<file path="config.mk">
export PLATFORM = sky130hd
export DESIGN_NAME = mem_accum_sequencer
export DESIGN_NICKNAME = d
export VERILOG_FILES = /design/src/rtl/mem_accum_sequencer.sv
export SDC_FILE = /design/constraint.sdc
export NUM_CORES = 1
export LEC_CHECK = 0
export ABC_AREA = 1
export BUFFER_PORTS_ARGS = -buffer_cell sky130_fd_sc_hd__clkbuf_2
export CAP_MARGIN = 20
export CORE_MARGIN = 1.5
export CORE_UTILIZATION = 29
export CTS_CLUSTER_SIZE = 24
export DETAILED_ROUTE_END_ITERATION = 16
export PLACE_DENSITY = 0.54
export SYNTH_ARGS = -nofsm -noshare
export SYNTH_HDL_FRONTEND = slang
export SYNTH_SLANG_ARGS = --single-unit
export TNS_END_PERCENT = 100
</file>
<file path="constraint.sdc">
create_clock -name clk -period 3.55 [get_ports clk]
set_clock_uncertainty 0.15 [all_clocks]
set_input_delay 0.5325 -clock clk [delete_from_list [all_inputs] [get_ports clk]]
set_output_delay 0.5325 -clock clk [all_outputs]
set_load 0.01 [all_outputs]
</file>
<file path="src/rtl/mem_accum_sequencer.sv">
// Single-job memory accumulator: streams a word range from a synchronous-read RAM,
// adds or subtracts it into an accumulator, and writes the sum back to a destination word.
module mem_accum_sequencer #(
    parameter int ADDR_W = 9,
    parameter int DATA_W = 32
) (
    input  logic              clk,
    input  logic              rst,
    input  logic              start_pulse,
    input  logic [ADDR_W-1:0] base_addr,
    input  logic [ADDR_W:0]   length,
    input  logic [ADDR_W-1:0] dst_addr,
    input  logic              op_sub,
    output logic              busy,
    output logic              done_pulse,
    output logic [DATA_W-1:0] result,
    output logic              err,
    output logic [ADDR_W-1:0] mem_addr,
    output logic [DATA_W-1:0] mem_wdata,
    output logic              mem_we,
    output logic [3:0]        mem_be,
    input  logic [DATA_W-1:0] mem_rdata
);

    typedef enum logic [2:0] {IDLE, RD, DRAIN, WB, DONE} state_t;

    localparam int DEPTH = 2 ** ADDR_W;
    localparam logic [ADDR_W+1:0] DEPTH_W = DEPTH[ADDR_W+1:0];

    state_t            state, state_d;
    logic [ADDR_W-1:0] base_q, dst_q;
    logic [ADDR_W:0]   len_q, rd_cnt;
    logic              op_q;
    logic              rd_vld;
    logic [DATA_W-1:0] acc;
    logic [ADDR_W+1:0] span;
    logic              range_bad;
    logic              last_rd;

    // Range is legal when the last source word still fits below DEPTH.
    assign span      = {2'b00, base_addr} + {1'b0, length};
    assign range_bad = span > DEPTH_W;
    assign last_rd   = rd_cnt == (len_q - (ADDR_W+1)'(1));

    always_ff @(posedge clk) begin
        if (rst) state <= IDLE;
        else     state <= state_d;
    end

    always_comb begin
        state_d    = state;
        busy       = (state != IDLE);
        done_pulse = (state == DONE);
        mem_addr   = '0;
        mem_wdata  = '0;
        mem_we     = 1'b0;
        mem_be     = 4'b0000;
        case (state)
            IDLE: begin
                if (start_pulse) begin
                    if (range_bad)        state_d = DONE;
                    else if (length == '0) state_d = WB;
                    else                  state_d = RD;
                end
            end
            RD: begin
                mem_addr = base_q + rd_cnt[ADDR_W-1:0];
                if (last_rd) state_d = DRAIN;
            end
            DRAIN: state_d = WB;
            WB: begin
                mem_addr  = dst_q;
                mem_wdata = acc;
                mem_we    = 1'b1;
                mem_be    = 4'b1111;
                state_d   = DONE;
            end
            DONE:    state_d = IDLE;
            default: state_d = IDLE;
        endcase
    end

    // rd_vld trails RD by one cycle, lining up with the RAM's read latency.
    always_ff @(posedge clk) begin
        if (rst) begin
            base_q <= '0;
            dst_q  <= '0;
            len_q  <= '0;
            op_q   <= 1'b0;
            rd_cnt <= '0;
            rd_vld <= 1'b0;
            acc    <= '0;
            result <= '0;
            err    <= 1'b0;
        end else begin
            rd_vld <= (state == RD);
            if (rd_vld) acc <= op_q ? (acc - mem_rdata) : (acc + mem_rdata);
            case (state)
                IDLE: begin
                    if (start_pulse) begin
                        base_q <= base_addr;
                        len_q  <= length;
                        dst_q  <= dst_addr;
                        op_q   <= op_sub;
                        rd_cnt <= '0;
                        acc    <= '0;
                        err    <= range_bad;
                    end
                end
                RD:      rd_cnt <= rd_cnt + (ADDR_W+1)'(1);
                WB:      result <= acc;
                default: ;
            endcase
        end
    end

endmodule
</file>
Yosys cells after proc, flatten, opt, wreduce, memory -nomap -nowiden:

Cells that the tools add are included.

* add/subtract/negate cells: 6
* magnitude comparators: 1
* eq/ne operators: 7
* muxes and demuxes: 15
* reduce and logical (&&, ||, !) cells: 7

Operators by type and width (number)
* $mux 32: 5
* $add 32x32->32: 1
* $sub 32x32->32: 1
* $pmux 10 s2: 1
* $pmux 9 s2: 1
* $pmux 3 s4: 1
* $add 9x10->11: 1
* $gt 11x10->1 const B: 1
* $add 10x1->10 const B: 1
* $eq 10x10->1: 1
* $logic_not 10->1: 1
* $mux 10: 1
* $sub 10x1->10 const B: 1
* $add 9x9->9: 1
* $mux 3: 3
* $eq 3x2->1 const B: 2
* $reduce_and 2->1: 3
* $mux 4: 1
* $ne 2x2->1 const B: 2
* $eq 3x1->1 const B: 1
* $eq 3x3->1 const B: 1
* $logic_not 3->1: 1
* $reduce_bool 3->1: 1
* $mux 2: 1
* 2 further kinds: 2

* register bits: 108
* input port bits: 64
* output and inout bits: 81
* logic and storage cells: 46

Depth between registers and ports, before layout:

* depth in word-level cells: 5
* mapped depth: 24

Least setup slack after synthesis:

Ideal clock, no wire load.

* path kind: in2reg
* start: input port mem_rdata[0]
* end: register acc[31]
* data arrival time: 2.831 ns
* required time: 3.287 ns
* slack: 0.456 ns
* stages on the path: 24
* path through: inv_1 ha_1 nand3_1 nor3_2 nand2_1 nor2_2 a21oi_1 nor2_2 o21ai_1 xnor2_1 ha_1 nand2_1 nor2_1 inv_1 nor2_1 inv_1 nor3_1 nand2_1 nand2_1 nand2_1 nand3_2 nand2_1 nand2_1 nor2_1

* cells in the longest elaborated chain, start to end: 5

Ends and longest elaborated chain
* from (decl): RTL line 22 `input logic [DATA_W-1:0] mem_rdata`
* $add 32x32->32 or $sub 32x32->32 (tied branches): RTL line 97 `if (rd_vld) acc <= op_q ? (acc - mem_rdata) : (acc + mem_rdata);`
* $mux 32 * (2 in series): RTL line 97
* $mux 32: RTL line 100 `if (start_pulse) begin`
* $mux 32 *: RTL line 98 `case (state)`
* to (signal assigned): RTL line 97
* to (decl): RTL line 35 `logic [DATA_W-1:0] acc;`

Every way passes the cells marked *; elsewhere a longest branch is shown, timed or not.
A chain may end at the register's enable or synchronous reset.

Worst setup path in the final report:

* start: input port mem_rdata[1]
* end: register acc[26]

The elaborated chain is that of the path after synthesis.

==> metrics.txt <==
number of global-route vias before repair 7,970; routability cong. 0.887; die width 170 um; f_max 0.302 GHz; Post-Route WL 24,300 um; core box area 27,700 um^2; placed cells 1,812; diode count 0; largest net degree at the start of global routing 49; routed vias/inst 4.59; hold buffer count at CTS 0; CTS tree built; Synth Net Count 1,403; initial antenna violation count 1; clock-pin slew on the worst setup and hold paths 90 ps; fin nets 1,563; CTS root buffer clkbuf_16; Total Power 4250 uW; GRT busiest layer met2; num rows 61; Cells after Synth 1,285; sequential area share after synthesis 0.266; DP Wirelength 19,200 um; clk_lat worst skew 370 ps; crit share post-route 0.933; cell area power density 431 nW/um^2; routed vias 8,389; area of the mapped netlist 8120 um^2; DRC violations left 0; worst slew pin tran 550 ps; status finished clean; Routed WL per cell 13.3 um; leakage 0.00479 uW; share of layout cells above drive strength 1 0.174; CP endpoint kind register; GRT overflow 0; critical path type primary input to register; asr flop ratio synth 0; M1 GR Usage 0.209; final-report max-slew violation count 0; die area 29,000 um^2; CTS H-tree depth 3; Final Hold Viols 0; post_cts resized 0; clk buf depth 2; Post-Syn Area per Cell 6.32 um^2; WP data arrival 3420 ps; Finished Layout Cells 1,828; CP max FO 4; die height 170 um; DRT Pass-1 Iters 5; layout overhead on the synthesized area 21.2%; Final Setup Violations 0; postcts setup bufs 0; total global-route track usage 0.168; global-route wire length before repair 39,000 um; DR iter-0 viols 418; Final ANT Viol Nets 0; IR drop worst, VDD 204 uV; Boundary Pins 145; Req. time, crit path 3660 ps; EDFF count, synth 0; Worst Setup Slack post-DPL -93.6 ps; min Tclk post-route 3310 ps; Sink Count 108; synth unique cells 52; crit start category primary input; synth warn 0; Hold Crit Class primary input to register; Main synth FF type dfxtp_1; most common cell after layout, fill and taps aside nand2_1; Max-Cap Viols 0; most frequent cells in the layout 252 x nand2_1, 230 x inv_1, 150 x nor2_1, 144 x clkbuf_2, 125 x a21oi_1; GR Util met2 0.296; Max transition margin 0.632; M3 GR Usage 0.0260; final setup margin 238 ps; register bit count reported by yosys 108; RSZ-0062 raised after global routing true; CTS buffer count 9; initial core utilization 0.293; Port Buffers 144
stage by stage:
step / hold WS [ps] / cell area, um^2 / TNS (ps) / util
floorplan: 279 / 8120 / 0 / -
global placement: 289 / 9480 / -147 / 0.342
detailed placement: 296 / 9480 / -568 / 0.342
CTS: 257 / 9790 / 0 / 0.353
global route: 284 / 9840 / -31.0 / 0.355
finish: 265 / 9840 / 0 / 0.355
critical path, stage by stage:
cell and delay [ps]:
clkbuf_2 100, buf_4 130, nor3_2 170, nand2_1 110, nor2_2 150, nand2_1 100, nor2_2 140, nand3_1 120
nand2_1 110, o21a_1 140, xor2_1 160, ha_1 290, inv_1 90, o21ai_0 110, o21bai_1 210, a21boi_0 190
nand3_1 140, nand2_1 130, a21o_1 120, nand3_1 60, nand2_1 80, inv_1 30
sequential cells by signal (all words and copies together) (netlist names):
| name | cells |
|---|---|
| acc | 32 |
| rd_cnt | 10 |
| err | 1 |
| rd_vld | 1 |
| base_q | 9 |
| op_q | 1 |
| dst_q | 9 |
| state | 3 |
| result | 32 |
| len_q | 10 |
logic make-up after synthesis:
family / count (synthesis) / share of synthesized area
xor gates and xnor gates: 50 / 0.0556
adders and majority gates: 54 / 0.0859
and+or+nand+nor: 525 / 0.273
buffers and inverters: 275 / 0.132
AOI/OAI and AO/OA: 273 / 0.187
DFF: 108 / 0.266
power breakdown:
part	internal (uW)	switching, uW	total (uW)
combinational	632	1110	1740
sequential	1330	95.9	1430
clock	512	565	1080
routing by layer:
| layer | vias up | wire length, um |
|---|---|---|
| met2 | 140 | 11700 |
| li1 | 4413 | - |
| met3 | 34 | 1000 |
| met1 | 3800 | 11100 |
| met4 | 2 | 463 |
| met5 | - | 13 |
layout make-up:
class	count	area (um^2)
timing repair buffer	188	1060
multi-input combinational	902	4940
clock inverter	7	91.3
inverter	236	886
sequential	108	2160
fill	3102	17900
tap	378	473
clock buffer	9	225
path summary, 6_finish.rpt:
check               startpoint         to  slack [ps]  cells after the start
setup / recovery  mem_rdata[1]    acc[26]         240                     22
hold / removal    base_addr[7]  base_q[7]         270                      3
hold reg to reg       dst_q[0]   dst_q[0]         310                      2
setup reg to reg          op_q    acc[26]         630                     16
Yosys cell counts, types with 4 or more instances:
cell type	instances	area (um^2)
nand4_1	6	37.5
a21oi_1	130	651
nor3_1	10	50.1
a21o_1	6	45.0
o21ai_1	6	30.0
buf_4	4	30.0
nand3_1	69	345
nor2_1	152	571
o21ai_0	81	405
a21oi_2	4	35.0
o22ai_1	5	31.3
o21a_1	5	37.5
or2_2	4	25.0
nand2_1	254	953
xor2_1	31	272
o211ai_1	11	82.6
nor4_1	6	37.5
ha_1	51	638
inv_1	230	863
o21ai_2	4	35.0
buf_2	10	50.1
nor2_2	5	31.3
inv_2	5	18.8
o21bai_1	4	30.0
dfxtp_1	108	2160
xnor2_1	18	158
clkbuf_1	19	71.3
Power figures use the tool's default switching activity.
